**src/rtl/noise_pkg.sv**
```systemverilog
// Shared defaults and the output-tap helper for the SID-style noise LFSR bank.
package noise_pkg;

    localparam int MAX_LFSR_W = 32;
    localparam int MAX_OUT_W  = 16;

    localparam int                      SID_LFSR_W   = 23;
    localparam logic [SID_LFSR_W-1:0]   SID_SEED     = 23'h37242B;
    localparam int                      SID_TAP_A    = 22;
    localparam int                      SID_TAP_B    = 17;
    localparam int                      SID_OUT_W    = 8;
    localparam logic [SID_OUT_W*5-1:0]  SID_OUT_TAPS = {5'd22, 5'd20, 5'd16, 5'd13,
                                                        5'd11, 5'd7,  5'd4,  5'd2};

    // Entry k of the packed tap list (5 bits each) selects the LFSR bit for sample bit k.
    function automatic logic [MAX_OUT_W-1:0] out_taps(
        input logic [MAX_LFSR_W-1:0]  lfsr,
        input logic [MAX_OUT_W*5-1:0] taps,
        input int                     n_out
    );
        logic [MAX_OUT_W-1:0] r;
        r = '0;
        for (int k = 0; k < MAX_OUT_W; k++) begin
            if (k < n_out) r[k] = lfsr[taps[k*5 +: 5]];
        end
        return r;
    endfunction

endpackage

```
**src/rtl/noise_lfsr_ch.sv**
```systemverilog
// One noise channel: Fibonacci LFSR with step edge detect, seed load, zero-lockup
// recovery and a change strobe.
module noise_lfsr_ch
    import noise_pkg::*;
#(
    parameter int                  LFSR_W   = SID_LFSR_W,
    parameter int                  TAP_A    = SID_TAP_A,
    parameter int                  TAP_B    = SID_TAP_B,
    parameter int                  OUT_W    = SID_OUT_W,
    parameter logic [OUT_W*5-1:0]  OUT_TAPS = SID_OUT_TAPS,
    parameter logic [LFSR_W-1:0]   SEED     = SID_SEED
) (
    input  logic              clk,
    input  logic              rst,
    input  logic              step_i,
    input  logic              free_run_i,
    input  logic              load_i,
    input  logic [LFSR_W-1:0] load_seed_i,
    output logic [OUT_W-1:0]  dout_o,
    output logic              stb_o
);

    logic [LFSR_W-1:0]    lfsr_q, lfsr_d;
    logic                 step_q;
    logic                 stb_q, stb_d;
    logic                 adv;
    logic [MAX_OUT_W-1:0] tap_bits;
    logic                 unused_tap_bits;

    // Lockup beats load beats advance; an all-zero register must never survive an edge.
    always_comb begin
        adv    = free_run_i | (step_i & ~step_q);
        lfsr_d = lfsr_q;
        if (lfsr_q == '0) begin
            lfsr_d = SEED;
        end else if (load_i) begin
            lfsr_d = load_seed_i;
        end else if (adv) begin
            lfsr_d = {lfsr_q[LFSR_W-2:0], lfsr_q[TAP_A] ^ lfsr_q[TAP_B]};
        end
        stb_d = (lfsr_d != lfsr_q);
    end

    // step_q resets high so a step already asserted at reset release is not an edge.
    always_ff @(posedge clk or posedge rst) begin
        if (rst) begin
            lfsr_q <= SEED;
            step_q <= 1'b1;
            stb_q  <= 1'b0;
        end else begin
            lfsr_q <= lfsr_d;
            step_q <= step_i;
            stb_q  <= stb_d;
        end
    end

    assign tap_bits        = out_taps(MAX_LFSR_W'(lfsr_q), (MAX_OUT_W*5)'(OUT_TAPS), OUT_W);
    assign unused_tap_bits = ^tap_bits;
    assign dout_o          = tap_bits[OUT_W-1:0];
    assign stb_o           = stb_q;

endmodule

```
**src/rtl/noise_lfsr_bank.sv**
```systemverilog
// Multi-channel SID-style noise source: CHANNELS independent LFSRs with a shared
// seed-load port.
module noise_lfsr_bank
    import noise_pkg::*;
#(
    parameter int                  CHANNELS = 4,
    parameter int                  LFSR_W   = SID_LFSR_W,
    parameter int                  TAP_A    = SID_TAP_A,
    parameter int                  TAP_B    = SID_TAP_B,
    parameter int                  OUT_W    = SID_OUT_W,
    parameter logic [OUT_W*5-1:0]  OUT_TAPS = SID_OUT_TAPS,
    parameter logic [LFSR_W-1:0]   SEED     = SID_SEED
) (
    input  logic                                            clk,
    input  logic                                            rst,
    input  logic [CHANNELS-1:0]                             step,
    input  logic [CHANNELS-1:0]                             free_run,
    input  logic                                            load_valid,
    input  logic [$clog2(CHANNELS > 1 ? CHANNELS : 2)-1:0]  load_ch,
    input  logic [LFSR_W-1:0]                               load_seed,
    output logic                                            load_ready,
    output logic [CHANNELS*OUT_W-1:0]                       dout,
    output logic [CHANNELS-1:0]                             dout_stb
);

    localparam int CH_W = $clog2(CHANNELS > 1 ? CHANNELS : 2);

    function automatic bit cfg_ok();
        bit ok;
        ok = (SEED != '0) && (TAP_A < LFSR_W) && (TAP_B < LFSR_W) &&
             (LFSR_W >= 2) && (LFSR_W <= MAX_LFSR_W) && (OUT_W <= MAX_OUT_W) &&
             (CHANNELS >= 1) && (CHANNELS <= 16);
        for (int k = 0; k < OUT_W; k++) begin
            if (int'(OUT_TAPS[k*5 +: 5]) >= LFSR_W) ok = 1'b0;
        end
        return ok;
    endfunction

    if (!cfg_ok()) begin : g_bad_cfg
        $error("noise_lfsr_bank: tap index out of range, bad size, or zero SEED");
    end

    // Load handshake: a seed transfers on any edge where load_valid & load_ready.
    // Ready is low only while in reset; loads to a nonexistent channel are dropped.
    logic ready_q;

    always_ff @(posedge clk or posedge rst) begin
        if (rst) ready_q <= 1'b0;
        else     ready_q <= 1'b1;
    end

    assign load_ready = ready_q;

    for (genvar c = 0; c < CHANNELS; c++) begin : g_ch
        logic hit;
        assign hit = load_valid & ready_q & (load_ch == CH_W'(c));

        noise_lfsr_ch #(
            .LFSR_W   (LFSR_W),
            .TAP_A    (TAP_A),
            .TAP_B    (TAP_B),
            .OUT_W    (OUT_W),
            .OUT_TAPS (OUT_TAPS),
            .SEED     (SEED)
        ) u_ch (
            .clk         (clk),
            .rst         (rst),
            .step_i      (step[c]),
            .free_run_i  (free_run[c]),
            .load_i      (hit),
            .load_seed_i (load_seed),
            .dout_o      (dout[c*OUT_W +: OUT_W]),
            .stb_o       (dout_stb[c])
        );
    end

endmodule

```
**config.mk**
```make
export PLATFORM = sky130hd
export DESIGN_NAME = noise_lfsr_bank
export DESIGN_NICKNAME = d
export VERILOG_FILES = /design/src/rtl/noise_pkg.sv /design/src/rtl/noise_lfsr_ch.sv /design/src/rtl/noise_lfsr_bank.sv
export SDC_FILE = /design/constraint.sdc
export NUM_CORES = 1
export LEC_CHECK = 0
export ABC_CLOCK_PERIOD_IN_PS = 2700
export BUFFER_PORTS_ARGS = -buffer_cell sky130_fd_sc_hd__buf_2
export CORE_ASPECT_RATIO = 0.9
export CORE_MARGIN = 2
export CORE_UTILIZATION = 30
export CTS_CLUSTER_SIZE = 20
export DETAILED_ROUTE_END_ITERATION = 8
export PLACE_DENSITY = 0.58
export SLEW_MARGIN = 20
export SYNTH_ARGS = -nofsm -noshare
export SYNTH_HDL_FRONTEND = slang
export SYNTH_HIERARCHICAL = 1
export SYNTH_SLANG_ARGS = --single-unit
```
**constraint.sdc**
```tcl
create_clock -name clk -period 2.7 [get_ports clk]
set_input_delay 0.135 -clock clk [delete_from_list [all_inputs] [get_ports clk]]
set_output_delay 0.135 -clock clk [all_outputs]
set_load 0.05 [all_outputs]
```
; ---- After elaboration in Yosys (flattened, before gate mapping)
; Index checks and enable logic that the tools add are counted.
[word_totals]
ff_bits = 101
latchBits = 0
ram_bits = 0
romBits = 0
memories = 0
[op_classes]
add_sub_neg = 0
multipliers = 0
div = 0
n_lt_le_gt_ge = 0
n_eq_ne = 7
shifts = 0
muxes = 12
bitwise_logic = 21
reduce_logical = 5
[ops]
columns = op, n
row1 = $mux 23, 12
row2 = $logic_not 23->1, 4
row3 = $ne 23x23->1, 4
row4 = $and 1x1->1, 9
row5 = $eq 2x2->1 const B, 2
row6 = $not 1->1, 4
row7 = $or 1x1->1, 4
row8 = $xor 1x1->1, 4
row9 = $eq 2x1->1 const B, 1
row10 = $logic_not 2->1, 1

; ---- Logic depth before layout (Yosys ltp)
; Gate-level depths: netlist of run 1.
[depth]
word_depth = 7
ltp_mapped = 10

; ---- Hierarchy
; Netlist of run 1, hierarchy kept.
[modules_own_cells]
columns = mod, instances, cells_each, area_per_inst_um2, seq_area_each_um2
row1 = noise_lfsr_ch, 4, 245, 1949.4, 640.6
row2 = noise_lfsr_bank, 1, 7, 77.6, 25.0

; ---- Least setup slack after synthesis of run 1
; No wires, ideal clock.
[synth_path]
path_type = flip-flop to flip-flop
start = register ready_q, in the netlist load_ready
end = register g_ch[3].u_ch.stb_q
setup_ps = 140
arrival_ps = 2243
t_required_ps = 2560
path_slack_ps = 317
path_stages_with_launch = 9
path_buffers = 2
synth_period_minus_slack_ps = 2383
path_cell_list = dfrtp_1 > and4_2 > clkbuf_1 > clkbuf_1 > nand2_1 > o2111ai_1 > xor2_1 > nor4_1 > nand4_1
[synth_between]
elab_chain_cells = 5
[synth_lines]
columns = item, line_no
row1 = "start, declared", noise_lfsr_bank.sv:45  ; logic ready_q;
row2 = "start signal, assigned", noise_lfsr_bank.sv:48  ; if (rst) ready_q <= 1'b0;
row3 = "start signal, assigned", noise_lfsr_bank.sv:49  ; else ready_q <= 1'b1;
row4 = $and 1x1->1 (2 in a row), noise_lfsr_bank.sv:56  ; assign hit = load_valid & ready_q & (load_ch == CH_W'(c));
row5 = net g_ch[3].hit, noise_lfsr_bank.sv:55  ; logic hit;
row6 = $mux 23, noise_lfsr_ch.sv:36  ; end else if (load_i) begin
row7 = $mux 23, noise_lfsr_ch.sv:34  ; if (lfsr_q == '0) begin
row8 = net g_ch[3].u_ch.lfsr_d[21], noise_lfsr_ch.sv:23  ; logic [LFSR_W-1:0] lfsr_q, lfsr_d;
row9 = $ne 23x23->1, noise_lfsr_ch.sv:41  ; stb_d = (lfsr_d != lfsr_q);
row10 = net g_ch[3].u_ch.stb_d, noise_lfsr_ch.sv:25  ; logic stb_q, stb_d;
row11 = "end signal, assigned", noise_lfsr_ch.sv:53  ; stb_q <= stb_d;
row12 = "end, declared", noise_lfsr_ch.sv:25
; The timed path passes the listed nets, and every way through them passes these cells.

; ---- Final worst setup path of run 1
[layout_path]
start = input step[3]
end = register g_ch[3].u_ch.stb_q
[layout_between]
elab_chain_cells = 6
[layout_lines]
columns = item, line_no
row1 = "start, declared", noise_lfsr_bank.sv:16  ; input logic [CHANNELS-1:0] step,
row2 = $and 1x1->1, noise_lfsr_ch.sv:32  ; adv = free_run_i | (step_i & ~step_q);
row3 = $or 1x1->1, noise_lfsr_ch.sv:32
row4 = $mux 23, noise_lfsr_ch.sv:38  ; end else if (adv) begin
row5 = $mux 23, noise_lfsr_ch.sv:36
row6 = $mux 23, noise_lfsr_ch.sv:34
row7 = $ne 23x23->1, noise_lfsr_ch.sv:41
row8 = net g_ch[3].u_ch.stb_d, noise_lfsr_ch.sv:25
; The timed path passes the listed nets, and every way through them passes these cells.

==> results of run 1 <==
-- where the power goes --
group	internal, mW	switching (mW)	leakage [nW]
Clock	0.638	0.666	0.135
Combinational	1.05	1.68	2.44
Sequential	1.96	0.476	1.13
-- timing repair --
action                     CTS  global route
resized for setup            0             2
hold endpoints to repair     5             0
hold buffers                 5             0
setup endpoints to repair    0             2
-- sequential cells by signal, summed over array words and instances (netlist names) --
signal,flops
g_ch.u_ch/stb_o,4
g_ch.u_ch/step_q,4
g_ch.u_ch/lfsr_q,92
load_ready,1
-- worst max-delay path: cells and delay by family --
kind | cells | cell delay, ns
AO/OA/AOI/OAI | 4 | 0.95
buffers and inverters | 4 | 1.01
AND/OR/NAND/NOR | 3 | 0.63
-- logic make-up (layout without fill, tap and decap cells) --
logic type / count (synthesis) / after routing / synth area share (%)
AO/OA/AOI/OAI: 272 / 272 / 24.91
XOR/XNOR: 72 / 72 / 8.008
buffers and inverters: 133 / 202 / 9.009
flip-flops: 101 / 101 / 32.86
multiplexers: 8 / 8 / 1.017
other: 1 / 1 / 0.04762
AND/OR/NAND/NOR: 400 / 400 / 24.15
-- routing by layer --
layer	wire [um]	vias up	track usage [%]
li1	-	3673	-
met1	12460	3825	27.66
met2	12480	383	31.06
met3	2394	62	4.563
met4	948	0	7.341
met5	0	-	0
-- cell usage after synthesis, types with 16 or more instances --
cell      instances
a21oi_1          48
a311oi_1         24
buf_2            24
buf_4            40
clkbuf_1         24
dfrtp_1          53
dfstp_2          48
inv_1            25
nand2_1         164
nand2b_1         28
nand3_1          32
nor2_1           84
nor3_1           16
nor4_1           28
o211ai_1         28
o21ai_0          52
xnor2_1          16
xor2_1           56
-- stage by stage --
stage	worst slack (ns)	setup TNS (ns)	total power, mW	utilization [%]	area [sq um]
final	0.1790	0	6.465	34.76	9011
after global routing	-0.01509	-0.01509	6.846	34.76	9011
after CTS	0.1737	0	6.474	34.75	9009
after detailed placement	0.1941	0	5.128	33.49	8683
after global placement	0.1926	0	5.144	33.49	8683
after floorplan	0.3169	0	4.429	-	7875
-- how the worst max path moves through the flow --
stage / slack, ns / cells after the start / endpoint / start
5_1_grt: -0.02 / 8 / g_ch[1].u_ch/stb_o$_DFF_PP0_ / g_ch[1].u_ch/lfsr_q[14]$_DFF_PP0_
2_1_floorplan: 0.32 / 8 / g_ch[3].u_ch/stb_o$_DFF_PP0_ / load_ready$_DFF_PP0_
6_report: 0.18 / 11 / g_ch[3].u_ch/stb_o$_DFF_PP0_ / step[3]
4_1_cts: 0.17 / 7 / g_ch[0].u_ch/stb_o$_DFF_PP0_ / g_ch[0].u_ch/lfsr_q[16]$_DFF_PP1_
3_3_place_gp: 0.19 / 8 / g_ch[1].u_ch/stb_o$_DFF_PP0_ / g_ch[1].u_ch/lfsr_q[14]$_DFF_PP0_
3_5_place_dp: 0.19 / 8 / g_ch[1].u_ch/stb_o$_DFF_PP0_ / g_ch[1].u_ch/lfsr_q[14]$_DFF_PP0_
-- area by class of cell --
class,instances,area [sq um],share of cell area (%)
Tap cell,348,435.4,4.832
Clock buffer,10,229.0,2.541
Sequential cell,101,2587,28.71
Timing Repair Buffer,157,1023,11.36
Clock inverter,6,46.29,0.5137
Inverter,29,108.9,1.208
Multi-Input combinational cell,753,4581,50.83
==> metrics.md, run 1 <==
| Metric | Value |
|---|---|
| Most Frequent Cell on Critical Path | buf_4 |
| Post-Synthesis Cell Area | 7875 sq um |
| EDFF count, synth | 0 |
| R2R setup slack | 0.19 ns |
| CTS max path bufs | 2 |
| Vias per std cell | about 5.7 |
| Syn Inst Count | 987 |
| Synth top area cells | dfrtp_1 17%, dfstp_2 16%, nand2_1 7.8%, xor2_1 6.2%, nor2_1 4.0% |
| Nets@finish | 1087 |
| Hpwl dp | 20060 um |
| Chip Width | 174.8 um |
| Die height | ~160 um |
| Die area | 27560 sq um |
| Critical R2R Capture | g_ch[3].u_ch/stb_o$_DFF_PP0_ |
| Avg Cell Area, Syn | 7.979 sq um |
| ANT nets after route | 0 |
| Final Non-Filler Cells | 1404 |
| Clock H-tree levels | 3 |
| Worst hold slack | 0.1189 ns |
| Drt first-iter violations | 698 |
| Fmax | 396.7 MHz |
| Leak pwr | 3.702 nW |
| Unique masters post-synth | 51 |
| Worst-skew pair later-pin latency | 0.36 ns |
| Critical path, cell by cell | dlygate4sd3_1 > buf_2 > nor2b_1 > buf_4 > o21ai_2 > o21bai_1 > o32ai_1 > o211ai_1 > nor4_1 > buf_4 > nand4_1 |
| Slew headroom | a little over a third |
| Post-CTS Repair Setup Buffers | 0 |
| FF+latch count, synth | 101 |
| Post-synthesis sequential area ratio | about 33% |
| Status | complete, no violations |
| IO Pins | between 70 and 80 |
| Peak VDD IR | 0.2750 mV |
| Register clock-pin slew on the reported worst setup and hold paths | 0.08 ns |
| Largest net degree at the start of global routing | 33 |
| Clk_skew | 0.01049 ns |
| Worst Hold Endpoint | g_ch[0].u_ch/lfsr_q[9]$_DFF_PP0_ |
| Hold path depth | 3 |
| Critical R2R Launch | g_ch[3].u_ch/step_q$_DFF_PP1_ |
| CP Capture Type | register |
| Hold wc startpoint | load_seed[9] |
| Setup Crit Path Kind | in2reg |
| Period utilization | 93.37% |
| HP Class | in2reg |
| Clk sinks | 101 |
| Syn nets | 1023 |
| Reg2Reg Depth | 9 |
| Routed WL per cell | 20.15 um |
| Initial antenna violation count | 0 |
| Root Buffer Master | clkbuf_16 |
| Maximum fanout along the worst path | 10 |
| Fin. max-slew vios | 0 |
| Routability Congestion | 0.8769 |
| Vias in the first global route | 7358 |
| Endpoints failing setup | 0 |
| Yosys top cell area share | ~17% |
| Commonest register cell after synthesis | dfrtp_1 |
| Pwr Density | 717.4 nW/um^2 |
| Ys async rst share | 100.0% |
| YS warnings | 6 |
| Total routed wirelength | about 28000 um |
| Filler instances | between 2000 and 3000 |
| Antenna cell count | 0 |
| CP required | ~2.9 ns |
| Core Area | 25920 sq um |
| First-pass GRT wire length | about 43000 um |
| First drt pass iteration count | 7 |
| Cells after DPL | around 1400 |
| Std-Cell Rows | 56 |
| GR Overflow Total | 0 |
| DRC errors left | 0 |
| Initial core utilization | between 30% and 40% |
| Min Tclk post-route | between 2 and 3 ns |
| Max-cap violations | 0 |
| GR Util All Layers | between 20% and 30% |
| Slew @ Worst Pin | 0.9638 ns |
| Commonest non-fill, non-tap cell in the layout | nand2_1 |
| Share of layout cells above drive strength 1 | around a quarter |
| Yosys top cell by area | dfrtp_1 |
| CTS Buf Count | 9 |
| Via count | 7943 |
| CTS tree | built |
| Most frequent cells in the layout | 164 x nand2_1, 83 x nor2_1, 79 x buf_4, 72 x buf_2, 56 x xor2_1 |
| Arr. time, crit path | 2.74 ns |
| Crit-path max cell delay | ~0.53 ns |
| Area grow syn2layout | 14.43% |
| Startpoint types | primary input |
| IO buf count | 72 |
| Slowest CP cell | dlygate4sd3_1 |
| Fin. Hold Viols | 0 |
Note: power is estimated with default switching activity, not from simulation.
==> inputs of run 2 (changes only) <==
--- a/config.mk
+++ b/config.mk
@@ -7,9 +7,9 @@
 export LEC_CHECK = 0
 export ABC_CLOCK_PERIOD_IN_PS = 2700
 export BUFFER_PORTS_ARGS = -buffer_cell sky130_fd_sc_hd__buf_2
-export CORE_ASPECT_RATIO = 0.9
 export CORE_MARGIN = 2
 export CORE_UTILIZATION = 30
+export CTS_BUF_LIST = sky130_fd_sc_hd__clkbuf_8
 export CTS_CLUSTER_SIZE = 20
 export DETAILED_ROUTE_END_ITERATION = 8
 export PLACE_DENSITY = 0.58
==> metrics.md, run 2 (synthesis results as in run 1) <==
| Metric | Value |
|---|---|
| Status | complete, no violations (unchanged) |
| IO buf count | 72 (unchanged) |
| Total routed wirelength | 28410 um (was 28290 um) |
| CP required | 2.96 ns (was 2.92 ns) |
| Routability Congestion | 0.9125 (was 0.8769) |
| Reg2Reg Depth | 7 (was 9) |
| First drt pass iteration count | 5 (was 7) |
| Fin. max-slew vios | 0 (unchanged) |
| Root Buffer Master | clkbuf_8 (was clkbuf_16) |
| Startpoint types | register (was primary input) |
| DRC errors left | 0 (unchanged) |
| CTS Buf Count | 9 (unchanged) |
| CP Capture Type | register (unchanged) |
| IO Pins | 73 (unchanged) |
| Hpwl dp | 20480 um (was 20060 um) |
| Setup Crit Path Kind | reg2reg (was in2reg) |
| Hold path depth | 3 (unchanged) |
| Slew headroom | 33.47% (was 35.67%) |
| GR Overflow Total | 0 (unchanged) |
| CTS max path bufs | 2 (unchanged) |
| Period utilization | 97.01% (was 93.37%) |
| Fmax | 381.8 MHz (was 396.7 MHz) |
| Setup TNS | 0 ns (unchanged) |
| Via count | 7963 (was 7943) |
| Most frequent cells in the layout | 164 x nand2_1, 84 x nor2_1, 73 x buf_4, 72 x buf_2, 56 x xor2_1 (was 164 x nand2_1, 83 x nor2_1, 79 x buf_4, 72 x buf_2, 56 x xor2_1) |
| Worst-skew pair later-pin latency | 0.40 ns (was 0.36 ns) |
| Routed WL per cell | 20.48 um (was 20.15 um) |
| Largest Register | g_ch.u_ch/lfsr_q (unchanged) |
| Die height | 166.0 um (was 157.7 um) |
| Core Area | 25910 sq um (was 25920 sq um) |
| Arr. time, crit path | 2.88 ns (was 2.74 ns) |
| GR Util All Layers | 20.44% (was 20.17%) |
| Maximum fanout along the worst path | 13 (was 10) |
| Dpl cell area | 8642 sq um (was 8683 sq um) |
| Fin. Hold Viols | 0 (unchanged) |
| ANT nets after route | 0 (unchanged) |
| Filler instances | 2748 (unchanged) |
| Clock H-tree levels | 3 (unchanged) |
| Register Area | 2587 sq um (unchanged) |
| CTS tree | built (unchanged) |
| Max FFs per register | 92 (unchanged) |
| Std-Cell Rows | 59 (was 56) |
| Tot Pwr | 6.316 mW (was 6.465 mW) |
| Clk sinks | 101 (unchanged) |
| Share of layout cells above drive strength 1 | 23.60% (was 24.05%) |
| Peak VDD IR | 0.2833 mV (was 0.2750 mV) |
| First-pass GRT wire length | 44770 um (was 43140 um) |
| Area occupied by multi-input gates | 4584 sq um (was 4581 sq um) |
| Drt first-iter violations | 932 (was 698) |
| Vias in the first global route | 7426 (was 7358) |
| HP Class | in2reg (unchanged) |
| Commonest non-fill, non-tap cell in the layout | nand2_1 (unchanged) |
| Register clock-pin slew on the reported worst setup and hold paths | 0.11 ns (was 0.08 ns) |
| Nets@finish | 1082 (was 1087) |
| RSZ-0062 raised after global routing | false |
| Slew @ Worst Pin | 0.9968 ns (was 0.9638 ns) |
| Max-cap violations | 0 (unchanged) |
| Pwr Density | 707.6 nW/um^2 (was 717.4 nW/um^2) |
| Initial core utilization | 30.39% (was 30.38%) |
| Min Tclk post-route | 2.619 ns (was 2.521 ns) |
| Initial antenna violation count | 2 (was 0) |
| Fin area | 8926 sq um (was 9011 sq um) |
| Clk_skew | 0.01166 ns (was 0.01049 ns) |
| Vias per std cell | 5.741 (was 5.657) |
| Chip Width | 166.0 um (was 174.8 um) |
| Area grow syn2layout | 13.35% (was 14.43%) |
| Leak pwr | 3.658 nW (was 3.702 nW) |
| Largest net degree at the start of global routing | 33 (unchanged) |
| Die area | 27560 sq um (about the same) |
| Endpoints failing setup | 0 (unchanged) |
-- run 2: routing by layer --
metal / GRT usage (%) / share of wire, % / vias to the layer above / wire [um]
met4: 4.688 / 1.7 / 0 / 475
met1: 29.95 / 45 / 3877 / 12910
met2: 31.07 / 45 / 396 / 12660
met3: 3.932 / 8.3 / 38 / 2366
met5: 0 / 0 / - / 0
li1: - / - / 3652 / -
-- run 2: report_power, final --
part           internal, mW  leakage [nW]  switching [mW]
clock                 0.568         0.121           0.591
sequential             1.95          1.13           0.461
combinational          1.06          2.41            1.68
-- run 2: worst max-delay path, cell delays in order (launching register included) --
cell	delay, ns
dfrtp_1	0.49
nor3_1	0.32
nand4_1	0.28
or2_2	0.54
o2111ai_1	0.18
xor2_1	0.12
nor4_1	0.37
nand4_1	0.18
-- run 2: final timing paths --
kind	endpoint	slack (ns)	start
setup reg to reg	g_ch[2].u_ch/stb_o$_DFF_PP0_	0.08	g_ch[2].u_ch/lfsr_q[14]$_DFF_PP0_
hold reg to reg	g_ch[1].u_ch/lfsr_q[6]$_DFF_PP0_	0.59	g_ch[1].u_ch/lfsr_q[5]$_DFF_PP1_
hold / removal	g_ch[2].u_ch/lfsr_q[22]$_DFF_PP0_	0.1	load_seed[22]
setup / recovery	g_ch[2].u_ch/stb_o$_DFF_PP0_	0.08	g_ch[2].u_ch/lfsr_q[14]$_DFF_PP0_
max in group asynchronous	g_ch[2].u_ch/lfsr_q[17]$_DFF_PP1_	1.40	rst
min in group asynchronous	load_ready$_DFF_PP0_	0.17	rst
-- run 2: repair_timing --
| action | 4_1_cts | 5_1_grt |
|---|---|---|
| resized for setup | 0 | 2 |
| endpoints found under the hold margin | 5 | 0 |
| setup buffers | 0 | 0 |
| setup endpoints to repair | 0 | 1 |
| hold buffers | 5 | 0 |
-- run 2: layout make-up --
type | count | share of cell area [%]
well taps | 335 | 4.696
inverters | 29 | 1.220
diodes | 1 | 0.02803
clock inverters | 5 | 0.8270
flip-flops and latches | 101 | 28.99
multi-input cells | 753 | 51.36
repair buffers | 152 | 11.19
clock buffers | 11 | 1.696
-- run 2: per-stage QoR --
stage                     setup slack (ns)  hold slack, ns  utilization, %  std cells
final                              0.08072         0.09745           34.45       1387
after global routing               0.03398         0.09074           34.44       1386
after detailed placement            0.1090         0.03816           33.35       1365
after floorplan                     0.3169         -0.1363               -        987
after CTS                           0.1092         0.07423           34.42       1386
after global placement              0.1284         0.03797           33.35       1365
==> inputs of run 3 (changes only) <==
--- a/config.mk
+++ b/config.mk
@@ -7,6 +7,7 @@
 export LEC_CHECK = 0
 export ABC_CLOCK_PERIOD_IN_PS = 2700
 export BUFFER_PORTS_ARGS = -buffer_cell sky130_fd_sc_hd__buf_2
+export CORE_ASPECT_RATIO = 1.5
 export CORE_MARGIN = 2
 export CORE_UTILIZATION = 30
 export CTS_BUF_LIST = sky130_fd_sc_hd__clkbuf_8
==> metrics.md, run 3 (synthesis results as in run 1) <==
| Metric | Value |
|---|---|
| Hpwl dp | 21180 um (was 20480 um) |
| Antenna cell count | 0 (was 1) |
| Largest Register | g_ch.u_ch/lfsr_q (unchanged) |
| Post-CTS Repair Setup Buffers | 0 (unchanged) |
| Hold wc startpoint | load_seed[14] (was load_seed[22]) |
| Initial core utilization | 30.57% (was 30.39%) |
| Fmax | 388.2 MHz (was 381.8 MHz) |
| Slew headroom | 33.88% (was 33.47%) |
| Max-cap violations | 0 (unchanged) |
| Die height | 202.4 um (was 166.0 um) |
| Slew @ Worst Pin | 0.9906 ns (was 0.9968 ns) |
| DRC errors left | 0 (unchanged) |
| Dpl cell area | 8655 sq um (was 8642 sq um) |
| Fin area | 8939 sq um (was 8926 sq um) |
| Util after Layout | 34.69% (was 34.45%) |
| Crit path buffers/inverters | 0 (unchanged) |
| Register clock-pin slew on the reported worst setup and hold paths | 0.11 ns (about the same) |
| Arr. time, crit path | 2.84 ns (was 2.88 ns) |
| Status | complete, no violations (unchanged) |
| Chip Width | 136.3 um (was 166.0 um) |
| Critical R2R Capture | g_ch[1].u_ch/stb_o$_DFF_PP0_ (was g_ch[2].u_ch/stb_o$_DFF_PP0_) |
| Peak VDD IR | 0.2653 mV (was 0.2833 mV) |
| WL met1 | 11190 um (was 12910 um) |
| CTS Buf Count | 9 (unchanged) |
| Fin. Hold Viols | 0 (unchanged) |
| Die area | 27590 sq um (was 27560 sq um) |
| Cells after DPL | 1365 (unchanged) |
| Max FFs per register | 92 (unchanged) |
| Met2 wire length | 14100 um (was 12660 um) |
| Worst Hold Endpoint | g_ch[3].u_ch/lfsr_q[14]$_DFF_PP0_ (was g_ch[2].u_ch/lfsr_q[22]$_DFF_PP0_) |
| Critical path, cell by cell | nor4_1 > nand4_1 > or2_1 > nand3_1 > o211ai_1 > nor4_1 > nand4_1 (was nor3_1 > nand4_1 > or2_2 > o2111ai_1 > xor2_1 > nor4_1 > nand4_1) |
| Final Non-Filler Cells | 1386 (was 1387) |
| CP Capture Type | register (unchanged) |
| Crit-path max cell delay | 0.51 ns (was 0.54 ns) |
| Vias per std cell | 5.812 (was 5.741) |
| Via count | 8056 (was 7963) |
| GR Overflow Total | 0 (unchanged) |
| R2R setup slack | 0.12 ns (was 0.08 ns) |
| Area grow syn2layout | 13.50% (was 13.35%) |
| DR top layer | met4 (unchanged) |
| Fin. max-slew vios | 0 (unchanged) |
| Total routed wirelength | 29170 um (was 28410 um) |
| CTS max path bufs | 2 (unchanged) |
| Root Buffer Master | clkbuf_8 (unchanged) |
| Largest net degree at the start of global routing | 33 (unchanged) |
| Most frequent cells in the layout | 164 x nand2_1, 84 x nor2_1, 75 x buf_4, 72 x buf_2, 56 x xor2_1 (was 164 x nand2_1, 84 x nor2_1, 73 x buf_4, 72 x buf_2, 56 x xor2_1) |
| First-pass GRT wire length | 45050 um (was 44770 um) |
| ANT nets after route | 0 (unchanged) |
| Hold path depth | 3 (unchanged) |
| CP required | 2.97 ns (was 2.96 ns) |
| Leak pwr | 3.678 nW (was 3.658 nW) |
| Reg2Reg Depth | 7 (unchanged) |
| Nets@finish | 1084 (was 1082) |
| IO Pins | 73 (unchanged) |
| Clk_skew | 0.01776 ns (was 0.01166 ns) |
| Final setup margin | 0.1240 ns (was 0.08072 ns) |
| Endpoints failing setup | 0 (unchanged) |
| Dpl ws | 0.2419 ns (was 0.1090 ns) |
| Slowest CP cell | or2_1 (was or2_2) |
| Core Area | 25760 sq um (was 25910 sq um) |
| First drt pass iteration count | 5 (unchanged) |
| Routed WL per cell | 21.05 um (was 20.48 um) |
| Std-Cell Rows | 72 (was 59) |
| IO buf count | 72 (unchanged) |
| Share of layout cells above drive strength 1 | 23.46% (was 23.60%) |
| GR Util All Layers | 21.36% (was 20.44%) |
| Pwr Density | 718.5 nW/um^2 (was 707.6 nW/um^2) |
| Initial antenna violation count | 0 (was 2) |
| Commonest non-fill, non-tap cell in the layout | nand2_1 (unchanged) |
| Clock H-tree levels | 3 (unchanged) |
| Min Tclk post-route | 2.576 ns (was 2.619 ns) |
| CTS tree | built (unchanged) |
| Maximum fanout along the worst path | 12 (was 13) |
| HP Class | in2reg (unchanged) |
| Drt first-iter violations | 808 (was 932) |
| Setup TNS | 0 ns (unchanged) |
| Clk sinks | 101 (unchanged) |
| Worst hold slack | 0.07153 ns (was 0.09745 ns) |
| CP top delay family | simple AND/OR/NAND/NOR gates (unchanged) |
| Routability Congestion | 0.9423 (was 0.9125) |
| Startpoint types | register (unchanged) |
| Period utilization | 95.41% (was 97.01%) |
| Tot Pwr | 6.422 mW (was 6.316 mW) |
| RSZ-0062 raised after global routing | false (unchanged) |
| Met3 routed WL | 2128 um (was 2366 um) |
| Vias in the first global route | 7828 (was 7426) |
| Setup Crit Path Kind | reg2reg (unchanged) |
| Worst-skew pair later-pin latency | 0.41 ns (was 0.40 ns) |
| Critical R2R Launch | g_ch[1].u_ch/lfsr_q[0]$_DFF_PP1_ (was g_ch[2].u_ch/lfsr_q[14]$_DFF_PP0_) |
[run 3: cell count changes in the layout (fill, tap and decap cells not counted)]
cell,before,now
diode_2,1,0
nor4_1,27,28
bufinv_16,2,3
clkinv_1,3,2
clkinv_2,2,0
buf_4,73,75
inv_1,23,26
clkinv_4,0,1
nor4_2,9,8
clkbuf_8,11,9
[run 3: timing repair]
action / CTS / global route
hold buffers: 5 / 0
resized for setup: 0 / 1
setup endpoints to repair: 0 / 1
endpoints found under the hold margin: 5 / 0
[run 3: worst register-to-register path, delay by kind of cell, from the launching register on]
kind | cells | cell delay, ns
compound gates | 1 | 0.10
simple gates | 6 | 1.92
flops | 1 | 0.41
[run 3: how the worst max path moves through the flow]
stage	start	to	slack (ns)	depth (start not counted)
after detailed placement	g_ch[0].u_ch/lfsr_q[16]$_DFF_PP1_	g_ch[0].u_ch/stb_o$_DFF_PP0_	0.24	7
final	g_ch[1].u_ch/lfsr_q[0]$_DFF_PP1_	g_ch[1].u_ch/stb_o$_DFF_PP0_	0.12	7
after global routing	g_ch[1].u_ch/lfsr_q[0]$_DFF_PP1_	g_ch[1].u_ch/stb_o$_DFF_PP0_	0.02	8
after floorplan	load_ready$_DFF_PP0_	g_ch[3].u_ch/stb_o$_DFF_PP0_	0.32	8
after CTS	g_ch[0].u_ch/lfsr_q[16]$_DFF_PP1_	g_ch[0].u_ch/stb_o$_DFF_PP0_	0.21	7
after global placement	g_ch[0].u_ch/lfsr_q[16]$_DFF_PP1_	g_ch[0].u_ch/stb_o$_DFF_PP0_	0.20	7
[run 3: metal layers]
layer / GRT usage (%) / vias to the layer above
met5: 0 / -
met4: 13.02 / 0
met3: 3.210 / 101
met2: 35.07 / 406
met1: 26.05 / 3888
li1: - / 3661
[run 3: power by group]
| part | leakage (nW) | total [mW] | internal [mW] | switching, mW |
|---|---|---|---|---|
| sequential | 1.13 | 2.41 | 1.95 | 0.455 |
| combinational | 2.42 | 2.81 | 1.09 | 1.72 |
| clock | 0.127 | 1.21 | 0.609 | 0.598 |
[run 3: layout make-up]
type	instances	area, sq um
clock inverter	7	110.1
timing repair buffer	154	1013
fill	2795	16830
tap	333	416.7
sequential	101	2587
inverter	29	108.9
clock buffer	9	123.9
multi-input combinational	753	4578
